$ cat src/rtl/text_ram_pkg.sv
// Shared constants and FSM state type for the text buffer RAM reader and loader.
// Word geometry is fixed here so the reader and the writer agree on it.
package text_ram_pkg;

  localparam int DATA_WIDTH     = 24;
  localparam int ADDR_WIDTH     = 8;
  localparam int BYTE_WIDTH     = 8;
  localparam int BYTES_PER_WORD = DATA_WIDTH / BYTE_WIDTH;
  localparam int BYTE_CNT_WIDTH = (BYTES_PER_WORD > 1) ? $clog2(BYTES_PER_WORD) : 1;

  typedef enum logic [2:0] {
    IDLE,
    ISSUE,
    CAPTURE,
    SEND,
    FINISH
  } state_t;

endpackage

$ cat src/rtl/word_unpacker.sv
// Splits one RAM word into BYTES_PER_WORD bytes, MS byte first, and presents
// them on a valid/ready stream. byte_data is taken straight from the shift register.
module word_unpacker
  import text_ram_pkg::*;
(
  input  logic                  clk,
  input  logic                  reset_n,
  input  logic                  load,
  input  logic [DATA_WIDTH-1:0] word,
  input  logic                  byte_ready,
  output logic [BYTE_WIDTH-1:0] byte_data,
  output logic                  byte_valid,
  output logic                  last_byte_accepted
);

  localparam logic [BYTE_CNT_WIDTH-1:0] LAST_IDX = BYTE_CNT_WIDTH'(BYTES_PER_WORD - 1);

  logic [DATA_WIDTH-1:0]     shift_reg;
  logic [BYTE_CNT_WIDTH-1:0] byte_cnt;
  logic                      accept;

  assign accept             = byte_valid && byte_ready;
  assign last_byte_accepted = accept && (byte_cnt == LAST_IDX);
  assign byte_data          = shift_reg[DATA_WIDTH-1 -: BYTE_WIDTH];

  // NOTE: non-blocking assignments so every flop samples pre-edge values, regardless of block order.
  always_ff @(posedge clk or negedge reset_n) begin
    if (!reset_n) begin
      shift_reg  <= '0;
      byte_cnt   <= '0;
      byte_valid <= 1'b0;
    end else if (load) begin
      shift_reg  <= word;
      byte_cnt   <= '0;
      byte_valid <= 1'b1;
    end else if (accept) begin
      shift_reg <= shift_reg << BYTE_WIDTH;
      byte_cnt  <= byte_cnt + 1'b1;
      if (byte_cnt == LAST_IDX) begin
        byte_valid <= 1'b0;
      end
    end
  end

endmodule

$ cat src/rtl/text_ram_reader.sv
// Read-side controller for the text buffer RAM: reads num_words words from base_addr
// and streams them out as bytes. No prefetch; a read colliding with a write is retried.
module text_ram_reader
  import text_ram_pkg::*;
(
  input  logic                  clk,
  input  logic                  reset_n,
  input  logic                  start,
  input  logic [ADDR_WIDTH-1:0] base_addr,
  input  logic [ADDR_WIDTH:0]   num_words,
  input  logic                  ram_we,
  output logic                  ram_re,
  output logic [ADDR_WIDTH-1:0] ram_read_address,
  input  logic [DATA_WIDTH-1:0] ram_q,
  output logic [BYTE_WIDTH-1:0] byte_data,
  output logic                  byte_valid,
  input  logic                  byte_ready,
  output logic                  busy,
  output logic                  done
);

  state_t                state;
  state_t                next_state;
  logic [ADDR_WIDTH-1:0] addr;
  logic [ADDR_WIDTH:0]   words_left;
  logic                  load;
  logic                  last_byte_accepted;
  logic                  ram_re_next;
  logic                  busy_next;
  logic                  done_next;

  always_ff @(posedge clk or negedge reset_n) begin
    if (!reset_n) begin
      state <= IDLE;
    end else begin
      state <= next_state;
    end
  end

  // NOTE: assign every output a default before the case so no path leaves it unassigned (no latch).
  always_comb begin
    next_state = state;
    case (state)
      IDLE:    if (start) next_state = (num_words == '0) ? FINISH : ISSUE;
      ISSUE:   if (!ram_we) next_state = CAPTURE;
      CAPTURE: next_state = SEND;
      SEND:    if (last_byte_accepted) next_state = (words_left != '0) ? ISSUE : FINISH;
      FINISH:  next_state = IDLE;
      default: next_state = IDLE;
    endcase
  end

  // Outputs are decoded from next_state and registered, so they line up with the state itself.
  always_comb begin
    ram_re_next = (next_state == ISSUE);
    busy_next   = (next_state == ISSUE) || (next_state == CAPTURE) || (next_state == SEND);
    done_next   = (next_state == FINISH);
    load        = (state == CAPTURE);
  end

  always_ff @(posedge clk or negedge reset_n) begin
    if (!reset_n) begin
      ram_re <= 1'b0;
      busy   <= 1'b0;
      done   <= 1'b0;
    end else begin
      ram_re <= ram_re_next;
      busy   <= busy_next;
      done   <= done_next;
    end
  end

  // Address wraps naturally at 2^ADDR_WIDTH, so a full 256-word job visits every word once.
  always_ff @(posedge clk or negedge reset_n) begin
    if (!reset_n) begin
      addr       <= '0;
      words_left <= '0;
    end else if ((state == IDLE) && start) begin
      addr       <= base_addr;
      words_left <= num_words;
    end else if (state == CAPTURE) begin
      addr       <= addr + 1'b1;
      words_left <= words_left - 1'b1;
    end
  end

  assign ram_read_address = addr;

  word_unpacker u_word_unpacker (
    .clk                (clk),
    .reset_n            (reset_n),
    .load               (load),
    .word               (ram_q),
    .byte_ready         (byte_ready),
    .byte_data          (byte_data),
    .byte_valid         (byte_valid),
    .last_byte_accepted (last_byte_accepted)
  );

endmodule
$ cat config.mk
export PLATFORM = sky130hd
export DESIGN_NAME = text_ram_reader
export DESIGN_NICKNAME = d
export VERILOG_FILES = /design/src/rtl/text_ram_pkg.sv /design/src/rtl/word_unpacker.sv /design/src/rtl/text_ram_reader.sv
export SDC_FILE = /design/constraint.sdc
export NUM_CORES = 1
export LEC_CHECK = 0
export CAP_MARGIN = 20
export CORE_ASPECT_RATIO = 1.2
export CORE_MARGIN = 5
export CORE_UTILIZATION = 60
export DETAILED_ROUTE_END_ITERATION = 10
export DONT_BUFFER_PORTS = 1
export PLACE_DENSITY_LB_ADDON = 0.25
export REMOVE_ABC_BUFFERS = 1
export SYNTH_ARGS = -nofsm -noshare
export SYNTH_HDL_FRONTEND = slang
export SYNTH_SLANG_ARGS = --single-unit
$ cat constraint.sdc
create_clock -name clk -period 5.95 [get_ports clk]
set_input_delay 0.595 -clock clk [delete_from_list [all_inputs] [get_ports clk]]
set_output_delay 0.595 -clock clk [all_outputs]
set_load 0.005 [all_outputs]
---- After elaboration in Yosys (flattened, before gate mapping) ----
Cells that the tools add are included.
word-level totals
  input port bits ......................... 46
  flip-flop bits (word level) ............. 50
  output and inout bits ................... 20
  word-level logic and storage cells ...... 49
cells by class
  reductions and logical operators ........ 12
  multiplexer cells ....................... 17
  $add $sub $neg .......................... 3
  eq/ne operators ......................... 8
operators by type and width
  kind                 count
  $mux 24              2
  $mux 9               2
  $mux 8               2
  $mux 3               5
  $eq 3x2->1 const B   4
  $pmux 3 s4           1
  $logic_not 9->1      1
  $reduce_bool 9->1    1
  $sub 9x1->9 const B  1
  $add 8x1->8 const B  1
  $eq 3x1->1 const B   2
  $reduce_bool 2->1    3
  $mux 2               2
  $eq 3x3->1 const B   1
  $logic_and 1x1->1    3
  $logic_not 3->1      1
  $mux 1               3
  $add 2x1->2 const B  1
  $eq 2x2->1 const B   1
  $logic_or 1x1->1     2
  $reduce_and 2->1     1

---- Depth between registers and ports, before layout ----
Gate-level depths: netlist (run 1).
  depth after elaboration ................. 7
  mapped depth ............................ 7
  mapped depth without buffers ............ 6

---- Modules after synthesis ----
A second synthesis (run 1) with hierarchy kept.
unflattened totals
  cells, all modules ...................... 287
  area total of the unflattened synthesis .. 2762.6 sq um
modules (own cells, without submodules)
  module           seq. area each (sq um)  cells each  times used  area each (sq um)
  word_unpacker    675.6                   148         1           1456.4
  text_ram_reader  575.6                   139         1           1306.3

---- Worst setup path after synthesis (run 1) ----
OpenSTA, ideal clock, no wires.
  kind .................................... register to register
  from .................................... register words_left[3]
  to ...................................... register busy
  path slack .............................. 3.929 ns
  period minus slack after synthesis ...... 2.021 ns
  arrival time ............................ 1.881 ns
  required time ........................... 5.810 ns
  cell stages (with the launch flop) ...... 5
  setup time .............................. 0.140 ns
  buffers on the path ..................... 0
  cell sequence ........................... dfrtp_1 > or4_4 > or4_4 > a221oi_2 > o211ai_1
on the way
  cells in the longest elaborated chain, start to end .. 7
  elaborated cells on any way between the ends .. 9
  classes of those cells .................. eq/ne (3); mux (3); reduce/logical (3)
ends and longest elaborated chain
  what                                             line                   source
  from (decl)                                      text_ram_reader.sv:25  logic [ADDR_WIDTH:0] words_left;
  from (signal assigned)                           text_ram_reader.sv:80  words_left <= num_words;
  from (signal assigned)                           text_ram_reader.sv:83  words_left <= words_left - 1'b1;
  $reduce_bool 9->1 (*)                            text_ram_reader.sv:47  SEND: if (last_byte_accepted) next_state = (words_left != '0) ? ISSUE : FINISH;
  $mux 3 (*) (2 in series)                         text_ram_reader.sv:47
  $pmux 3 s4 (*)                                   text_ram_reader.sv:43  case (state)
  $eq 3x1->1 / $eq 3x2->1 (equally long branches)  text_ram_reader.sv:56  busy_next = (next_state == ISSUE) || (next_state == CAPTURE) || (next_state == SEND);
  $logic_or 1x1->1                                 text_ram_reader.sv:56
  $logic_or 1x1->1 (*)                             text_ram_reader.sv:56
  net busy_next                                    text_ram_reader.sv:29  logic busy_next;
  to (signal assigned)                             text_ram_reader.sv:68  busy <= busy_next;
  to (decl)                                        text_ram_reader.sv:18  output logic busy,
The timed path passes the listed nets; every way through them passes the cells marked *.
A chain may end at the register's enable or synchronous reset.

---- Worst setup path in the final report (run 1) ----
Ends and elaborated chain as after synthesis.

==> flow_metrics.py, run 1 <==
metrics = {
    "outcome": {
        "status": "finished clean",
    },
    "power": {
        "p_seq_frac": 0.502,
        "p_clk_frac": 0.190,
        "p_comb_frac": 0.307,
        "power.switching_mw": 0.4471,
        "leakage_nw": 1.152,
        "p_per_area_nw_per_um2": 474.9,
        "sw_frac_of_total": 0.3647,
        "ir_worst_vdd_v": 0.0002659,
        "p_int_mw": 0.7787,
    },
    "sta": {
        "layout_min_cycle_time_ns": 2.151,
        "finalHoldViolCount": 0,
        "finalCritPeriodShare": 0.3615,
        "holdWs_ns": 0.1373,
        "fin_worst_skew_ns": 0.006545,
        "grt_setup_unrepaired": "false",
        "worst_pin_slew_ns": 0.8565,
        "relSlewSlack": 0.4276,
        "setup_ws_ns": 3.799,
        "setup_violations": 0,
        "fin_setup_tns_ns": 0,
        "maxClockFrequency_ghz": 0.4649,
        "slew_viol_final": 0,
    },
    "global_routing": {
        "antenna_found_initial": 0,
        "grt_pass1_wl_um": 8493,
        "grt_max_degree": 51,
        "grt_usage": 0.2042,
        "grt_pass1_vias": 1864,
        "overflow": 0,
    },
    "logic_synthesis": {
        "synth_compound_area_frac": 0.1490,
        "async_flop_share": 1.000,
        "yosysWarnings": 0,
        "synth_cells": 257,
        "synthesis.area_sq_um": 2461,
        "synthAdderAreaFrac": 0.02034,
        "ys_ff_latch": 50,
        "yosys.area_share.simple": 0.2028,
        "ys.flop_type": "dfrtp_1",
        "synth_enable_flop_cells": 0,
        "synthMuxAreaShare": 0.06507,
        "synth_cell_types": 37,
        "yosysSeqAreaShare": 0.5084,
        "syn-mean-instance-area_sq_um": 9.576,
        "synth_top_family_by_area": "simple AND/OR/NAND/NOR gates",
        "synth_xor_area_frac": 0.003559,
    },
    "floorplan": {
        "die_w_um": 68.47,
        "rows": 25,
        "dieArea_sq_um": 5488,
        "die_h_um": 80.16,
        "core_sq_um": 3941,
        "ios": 66,
        "initial_core_util": 0.6244,
    },
    "placement": {
        "io_buffers": 0,
        "dpl_cell_area_sq_um": 2444,
        "dpl_worst_slack_ns": 3.821,
        "place_congestion": 0.8063,
        "dp_hpwl_um": 3553,
        "dpl.cell_count": 293,
    },
    "min_path": {
        "hp-class": "in -> async",
    },
    "routing": {
        "drt_pass1_iterations": 4,
        "via_per_inst": 6.020,
        "drc_errors": 0,
        "ant_nets": 0,
        "drtIter0Drc": 144,
        "vias": 1818,
        "wire_per_inst_um": 16.70,
        "wirelength_um": 5043,
    },
    "critical_path": {
        "cp_max_fo": 7,
        "cp.depth": 4,
        "path_cells": "or4_4 -> or4_4 -> a221oi_2 -> o211ai_1",
        "reg2regPathDepth": 4,
        "required_ns": 6.12,
        "cp_slowest_cell": "or4_4",
        "max_stage_delay_ns": 0.60,
        "critical_path_buf_inv_count": 0,
        "worstPathArrival_ns": 2.32,
        "start_kind": "flop",
        "crit_type": "reg -> reg",
        "end_kind": "flop",
        "critPathMostFrequentCell": "or4_4",
        "critPathTopFamily": "simple AND/OR/NAND/NOR gates",
    },
    "clock_tree": {
        "clkTransAtPathRegs_ns": 0.09,
        "htreeDepth": 2,
        "cts_tree": "built",
        "cts-root-buf": "clkbuf_8",
        "postCtsSetupBuffers": 0,
        "clock_latency_ns": 0.30,
        "clk_path_buf_depth": 2,
        "cts_sinks": 50,
        "numCtsBuffers": 5,
    },
    "finish": {
        "drive_gt1_frac": 0.06855,
        "syn_to_final_growth_pct": 4.881,
        "final_cell_mix": "56 x nand2_1, 50 x dfrtp_1, 25 x o21ai_0",
        "finalInstanceArea_sq_um": 2581,
        "final_common_cell": "nand2_1",
        "final_nets": 297,
        "diodes": 0,
        "fin_cells": 302,
        "largest_reg_flops": 24,
    },
    "run": {
        "maxCapViolations": 0,
    },
}
-- worst paths after layout --
path                       slack, ns                    startpoint                             to
min in group clk                0.40                      ram_q[2]   u_word_unpacker.shift_reg[2]
min                             0.14                       reset_n  u_word_unpacker.shift_reg[17]
max in group asynchronous       5.60                       reset_n                  words_left[0]
max                             3.80                 words_left[3]                           busy
min reg2reg                     0.51  u_word_unpacker.shift_reg[5]   u_word_unpacker.shift_reg[5]
max reg2reg                     3.80                 words_left[3]                           busy
-- layer usage --
metal	vias up	GRT usage	share of wire
met5	-	0	0
met4	0	0.07356	0.011
met3	6	0.06294	0.073
met2	59	0.3056	0.49
met1	870	0.2757	0.43
li1	883	-	-
-- Yosys cell counts (2+ instances only) --
cell / instances / share of area
nand2_1: 56 / 0.085
a21oi_1: 4 / 0.0081
a221o_1: 4 / 0.016
mux2i_1: 16 / 0.065
nor2_1: 14 / 0.021
o311ai_0: 5 / 0.018
a22oi_1: 2 / 0.0061
o22ai_1: 2 / 0.0051
clkbuf_1: 10 / 0.015
ha_1: 4 / 0.020
nand4_1: 4 / 0.010
buf_4: 8 / 0.024
inv_1: 5 / 0.0076
nor3_1: 5 / 0.010
and3_1: 2 / 0.0051
o21ai_0: 25 / 0.051
or4_4: 2 / 0.0092
nor2b_1: 2 / 0.0051
dfrtp_1: 50 / 0.51
nand3_1: 11 / 0.022
a32oi_1: 2 / 0.0071
and2_1: 2 / 0.0051
nand2b_1: 2 / 0.0051
o211ai_1: 7 / 0.021
-- metrics by stage --
step	util	power, mW
after global routing	0.6549	1.339
after detailed placement	0.6200	0.9947
final	0.6549	1.226
after CTS	0.6549	1.240
after floorplan	-	0.8860
after global placement	0.6200	0.9732
-- repair_timing --
| action | in CTS | in global routing |
|---|---|---|
| hold endpoints to repair | 50 | 0 |
| hold buffers | 1 | 0 |
| resized for setup | 0 | 0 |
-- power groups by stage --
stage	registers [mW]	clock network, mW	logic (mW)
2_1_floorplan	0.584	0	0.302
3_3_place_gp	0.616	0	0.357
3_5_place_dp	0.623	0	0.372
4_1_cts	0.617	0.242	0.381
5_1_grt	0.639	0.262	0.438
6_report	0.616	0.233	0.376
-- cell type report --
class | count | area [sq um]
well taps | 54 | 67.56
flip-flops and latches | 50 | 1251
clock buffers | 6 | 72.57
multi-input cells | 182 | 1091
repair buffers | 3 | 42.54
inverters | 5 | 18.77
fillers | 341 | 1360
clock inverters | 2 | 37.54
-- cells by family (layout without fill, tap and decap cells) --
| logic type | count (synthesis) | after routing |
|---|---|---|
| simple gates | 106 | 106 |
| compound gates | 55 | 55 |
| flops | 50 | 50 |
| buf+inv | 25 | 16 |
| mux | 16 | 16 |
| fa+ha+maj | 4 | 4 |
| xor+xnor | 1 | 1 |
No activity file was read; power rests on OpenSTA's default activity.
==> run 2, diff against run 1 <==
--- a/config.mk
+++ b/config.mk
@@ -5,10 +5,11 @@
 export SDC_FILE = /design/constraint.sdc
 export NUM_CORES = 1
 export LEC_CHECK = 0
+export ABC_AREA = 1
 export CAP_MARGIN = 20
 export CORE_ASPECT_RATIO = 1.2
 export CORE_MARGIN = 5
-export CORE_UTILIZATION = 60
+export CORE_UTILIZATION = 57
 export DETAILED_ROUTE_END_ITERATION = 10
 export DONT_BUFFER_PORTS = 1
 export PLACE_DENSITY_LB_ADDON = 0.25
==> constraint.sdc (replaced) <==
create_clock -name clk -period 1.8 [get_ports clk]
set_input_delay 0.18 -clock clk [delete_from_list [all_inputs] [get_ports clk]]
set_output_delay 0.18 -clock clk [all_outputs]
set_load 0.005 [all_outputs]
==> run 2 against run 1 <==
  * Flip-flop and latch count stayed put
  * Global-route usage is 0.76 points lower
  * Die area is 13% higher
  * Non-clock buffer count is 30 higher
  * Maximum frequency is 48% higher
  * Via count is 21% higher
==> flow_metrics.py, run 2 <==
metrics = {
    "routing": {
        "drc_errors": 0,
        "wirelength_um": 5649,
        "m1WireLength_um": 2275,
        "wire_per_inst_um": 14.19,
        "wl_met2_um": 2930,
        "drtIter0Drc": 92,
        "drt_pass1_iterations": 4,
        "ant_nets": 0,
        "top_layer_used": "met4",
        "vias": 2208,
        "via_per_inst": 5.548,
        "route.met3.wl_um": 385,
    },
    "logic_synthesis": {
        "ys_ff_latch": 50,
        "syn-mean-instance-area_sq_um": 8.370,
        "ys.flop_type": "dfrtp_1",
        "async_flop_share": 1.000,
        "synthesis.area_sq_um": 2695,
        "synth_enable_flop_cells": 0,
        "yosysSeqAreaShare": 0.4643,
        "synthTopCellsByCount": "88 x nand2_1, 80 x nand3_1, 50 x dfrtp_1, 19 x nor2_1, 18 x inv_1",
        "yosys.area.top_type": "dfrtp_1",
        "yosysWarnings": 0,
        "yosysTopAreaCellShare": 0.4643,
        "synth_cells": 322,
        "synth.area.top_cells": "dfrtp_1 46%, nand3_1 15%, nand2_1 12%",
        "synth.most_common_cell": "nand2_1",
        "synth_cell_types": 36,
    },
    "sta": {
        "relSlewSlack": 0.7449,
        "finalCritPeriodShare": 0.8052,
        "finalHoldViolCount": 0,
        "fin_worst_skew_ns": 0.005921,
        "fin_setup_tns_ns": 0,
        "slew_viol_final": 0,
        "layout_min_cycle_time_ns": 1.449,
        "setup_violations": 0,
        "worst_pin_slew_ns": 0.3797,
        "maxClockFrequency_ghz": 0.6900,
        "grt_setup_unrepaired": "false",
    },
    "critical_path": {
        "start_kind": "flop",
        "crit_type": "reg -> reg",
        "cp_slowest_cell": "dfrtp_1",
        "end_kind": "flop",
        "cp_max_fo": 43,
        "path_cells": "nor2_4 -> nand2_4 -> buf_4 -> nand2_1 -> nor2_1 -> inv_1 -> nor2_2",
        "required_ns": 2.05,
        "reg2regPathDepth": 7,
        "crit_path_start": "state[0]",
        "rr_startpoint": "state[0]",
        "worstPathArrival_ns": 1.70,
        "max_stage_delay_ns": 0.42,
    },
    "placement": {
        "place_congestion": 0.7952,
        "io_buffers": 0,
        "dp_hpwl_um": 3871,
    },
    "floorplan": {
        "rows": 27,
        "die_w_um": 72.77,
        "core_sq_um": 4594,
        "ios": 66,
        "dieArea_sq_um": 6209,
        "die_h_um": 85.33,
        "initial_core_util": 0.5866,
    },
    "finish": {
        "regArea_sq_um": 1251,
        "diodes": 0,
        "final_nets": 389,
        "final_cell_mix": "88 x nand2_1, 80 x nand3_1, 50 x dfrtp_1",
        "drive_gt1_frac": 0.08529,
        "multiInputGateArea_sq_um": 1161,
        "largest_reg_flops": 24,
        "n_fill_cell": 382,
        "final_common_cell": "nand2_1",
        "syn_to_final_growth_pct": 12.12,
    },
    "global_routing": {
        "grt_pass1_vias": 2168,
        "antenna_found_initial": 0,
        "grt_pass1_wl_um": 9825,
        "grt_usage": 0.1966,
        "grt_max_degree": 51,
        "overflow": 0,
    },
    "clock_tree": {
        "postCtsSetupBuffers": 0,
        "cts_tree": "built",
        "clock_latency_ns": 0.31,
        "numCtsBuffers": 5,
        "cts_sinks": 50,
        "cts_hold_buffers": 27,
        "htreeDepth": 2,
        "cts-root-buf": "clkbuf_8",
        "cts_resized": 0,
        "clk_path_buf_depth": 2,
        "clkTransAtPathRegs_ns": 0.10,
    },
    "min_path": {
        "min_from": "ram_q[13]",
        "whs_path_depth": 2,
        "hp-class": "in -> reg",
    },
    "power": {
        "leakage_nw": 1.448,
        "p_per_area_nw_per_um2": 1594,
        "ir_worst_vdd_v": 0.0009197,
        "p_total_mw": 4.818,
    },
    "outcome": {
        "status": "finished clean",
    },
    "run": {
        "maxCapViolations": 0,
    },
}
run 2: cells by family after synthesis:
logic type | Yosys count | share of synthesized area
buffers and inverters | 44 | 0.1049
AND/OR/NAND/NOR | 200 | 0.3440
adder cells (fa/ha/maj) | 4 | 0.01857
flip-flops | 50 | 0.4643
AO/OA/AOI/OAI | 18 | 0.04875
XOR/XNOR | 6 | 0.01950
run 2: critical path: cells and delay by family, from the launching register on:
kind	cells	cell delay, ns
AND/OR/NAND/NOR	5	0.50
buffers and inverters	2	0.45
flip-flops	1	0.42
run 2: path summary, 6_finish.rpt:
kind	end	slack, ns
setup / recovery	ram_re	0.35
hold / removal	u_word_unpacker.shift_reg[13]	0.006
setup reg to reg	ram_re	0.35
hold reg to reg	u_word_unpacker.shift_reg[3]	0.51
max in group asynchronous	words_left[1]	1.19
min in group asynchronous	words_left[3]	0.41
run 2: report_power, final:
group,switching [mW],leakage [nW],internal (mW)
combinational,1.22,0.763,0.758
sequential,0.419,0.627,1.61
clock,0.396,0.0585,0.417
run 2: area by class of cell:
class	count	share of cell area
inverter	21	0.02857
timing repair buffer	33	0.1118
multi-input combinational	228	0.3843
clock inverter	3	0.01449
tap	58	0.02402
clock buffer	5	0.02277
sequential	50	0.4141
run 2: per-stage QoR:
stage                     worst slack (ns)  hold slack, ns  std cells  instance area (sq um)    util
after CTS                           0.3400       0.0003612        396                   3002  0.6533
after floorplan                     0.2142         -0.1156        299                   2499       -
final                               0.3506        0.006399        398                   3022  0.6577
after global routing                0.1847        0.001594        398                   3022  0.6577
after detailed placement            0.3605         -0.1138        361                   2601  0.5662
after global placement              0.4112         -0.1138        361                   2601  0.5662
run 2: metal layers:
| layer | global-route usage | up-vias |
|---|---|---|
| met2 | 0.3489 | 75 |
| met4 | 0.04530 | 0 |
| met1 | 0.2393 | 1044 |
| met3 | 0.04384 | 6 |
| met5 | 0 | - |
| li1 | - | 1083 |
==> run 3, diff against run 2 <==
==> constraint.sdc (replaced) <==
create_clock -name clk -period 1.32 [get_ports clk]
set_input_delay 0.132 -clock clk [delete_from_list [all_inputs] [get_ports clk]]
set_output_delay 0.132 -clock clk [all_outputs]
set_load 0.005 [all_outputs]
==> run 3 against run 2 <==
  * Flip-flop and latch count did not move
  * Via count rose by 2.5%
  * Wire length rose by 5.0%
  * Utilization rose by 6.0 points
  * Worst setup slack got worse by 0.32 ns
  * Non-clock buffer count rose by 25
  * Count of clock-buffer cells in the layout rose by 1
  * Critical path depth did not move
  * Critical path type unchanged
  * Largest cell class unchanged
==> flow_metrics.py, run 3 (synthesis gave the netlist of run 2 again) <==
metrics = {
    "outcome": {
        "status": "finished clean",
    },
    "clock_tree": {
        "cts_sinks": 50,
        "clk_path_buf_depth": 2,
        "cts_tree": "built",
        "clock_latency_ns": 0.30,
        "htreeDepth": 2,
        "cts-root-buf": "clkbuf_8",
        "numCtsBuffers": 5,
        "clkTransAtPathRegs_ns": 0.09,
    },
    "floorplan": {
        "die_w_um": 72.77,
        "dieArea_sq_um": 6209,
        "initial_core_util": 0.5866,
        "core_sq_um": 4594,
        "rows": 27,
        "ios": 66,
        "die_h_um": 85.33,
    },
    "sta": {
        "layout_min_cycle_time_ns": 1.288,
        "worst_pin_slew_ns": 0.2616,
        "setup_violations": 0,
        "slew_viol_final": 0,
        "finalHoldViolCount": 0,
        "grt_setup_unrepaired": "true",
        "relSlewSlack": 0.8256,
        "fin_worst_skew_ns": 0.006617,
        "setup_ws_ns": 0.03174,
        "finalCritPeriodShare": 0.9760,
        "maxClockFrequency_ghz": 0.7762,
    },
    "routing": {
        "ant_nets": 0,
        "drt_pass1_iterations": 4,
        "wire_per_inst_um": 14.05,
        "drtIter0Drc": 99,
        "wirelength_um": 5929,
        "vias": 2264,
        "via_per_inst": 5.365,
        "drc_errors": 0,
    },
    "placement": {
        "place_congestion": 0.8302,
        "io_buffers": 0,
        "dpl.cell_count": 371,
        "dp_hpwl_um": 3839,
        "dpl_cell_area_sq_um": 2676,
        "dpl_worst_slack_ns": -0.001858,
    },
    "critical_path": {
        "crit_type": "reg -> reg",
        "required_ns": 1.53,
        "start_kind": "flop",
        "end_kind": "flop",
        "worstPathArrival_ns": 1.50,
        "cp_max_fo": 2,
    },
    "global_routing": {
        "grt_pass1_wl_um": 10160,
        "antenna_found_initial": 0,
        "overflow": 0,
        "grt_pass1_vias": 2289,
        "grt_max_degree": 51,
        "grt_usage": 0.2040,
    },
    "run": {
        "maxCapViolations": 0,
    },
    "finish": {
        "syn_to_final_growth_pct": 22.38,
        "finalInstanceArea_sq_um": 3298,
        "final_util": 0.7179,
        "final_nets": 414,
        "final_common_cell": "nand2_1",
        "diodes": 0,
        "largest_reg_flops": 24,
        "drive_gt1_frac": 0.1456,
        "final_cell_mix": "88 x nand2_1, 80 x nand3_1, 50 x dfrtp_1",
        "fin_cells": 422,
    },
    "power": {
        "p_per_area_nw_per_um2": 2119,
        "leakage_nw": 1.571,
        "ir_worst_vdd_v": 0.001165,
    },
    "min_path": {
        "hp-class": "in -> reg",
    },
}
run 3: cell types whose count changed in the layout (fill, tap and decap cells not counted), moves of 3 or more:
cell / change
buf_4: +12
nor2_1: -3
nor2_2: +3
dlygate4sd3_1: +11
run 3: per-layer routing:
layer | routed length, um | track usage
met3 | 294 | 0.04621
met5 | 0 | 0
met1 | 2402 | 0.2562
met4 | 59 | 0.06376
met2 | 3172 | 0.3448
run 3: final cells by class:
class,count,area [sq um]
clock buffers,6,82.58
clock inverters,1,30.03
fillers,366,1296
inverters,21,98.84
multi-input cells,228,1202
flip-flops and latches,50,1251
well taps,58,72.57
repair buffers,58,560.5
run 3: path summary, 6_finish.rpt:
check                                        startpoint                            to  slack (ns)  depth (start not counted)
max                                       words_left[0]                      state[2]        0.03                          7
min in group asynchronous                       reset_n                 words_left[7]        0.32                          2
min                                        num_words[1]                 words_left[1]       0.004                          2
min reg2reg                u_word_unpacker.shift_reg[3]  u_word_unpacker.shift_reg[3]        0.51                          2
max reg2reg                               words_left[0]                      state[2]        0.03                          7
max in group asynchronous                       reset_n                      state[0]        0.75                          2
run 3: stage by stage:
stage / power (mW) / hold slack [ns] / setup TNS, ns
2_1_floorplan: 4.737 / -0.1636 / -2.463
3_3_place_gp: 5.498 / -0.1621 / 0
3_5_place_dp: 5.583 / -0.1620 / -0.002743
4_1_cts: 6.830 / -0.4997 / 0
5_1_grt: 7.634 / 0.02908 / -0.3730
6_report: 6.989 / 0.004301 / 0
run 3: critical path, stage by stage, from the launching register on:
cell     delay [ns]
dfrtp_1        0.40
inv_2          0.07
ha_1           0.15
nand2_1        0.05
nor2_1         0.08
nand2_1        0.08
buf_4          0.15
o31ai_2        0.22
run 3: where the power goes:
group	leakage [nW]	internal [mW]	switching [mW]
Combinational	0.886	1.33	1.80
Clock	0.0573	0.607	0.502
Sequential	0.627	2.19	0.552
Total	1.57	4.13	2.86
run 3: repair_timing:
| item | CTS | global route |
|---|---|---|
| hold endpoints to repair | 88 | 50 |
| hold buffers | 38 | 2 |
| setup buffers | 2 | 2 |
| gates resized for setup | 2 | 16 |
| pin swaps | 3 | 6 |
| gates cloned | 0 | 0 |
| setup endpoints to repair | 20 | 33 |
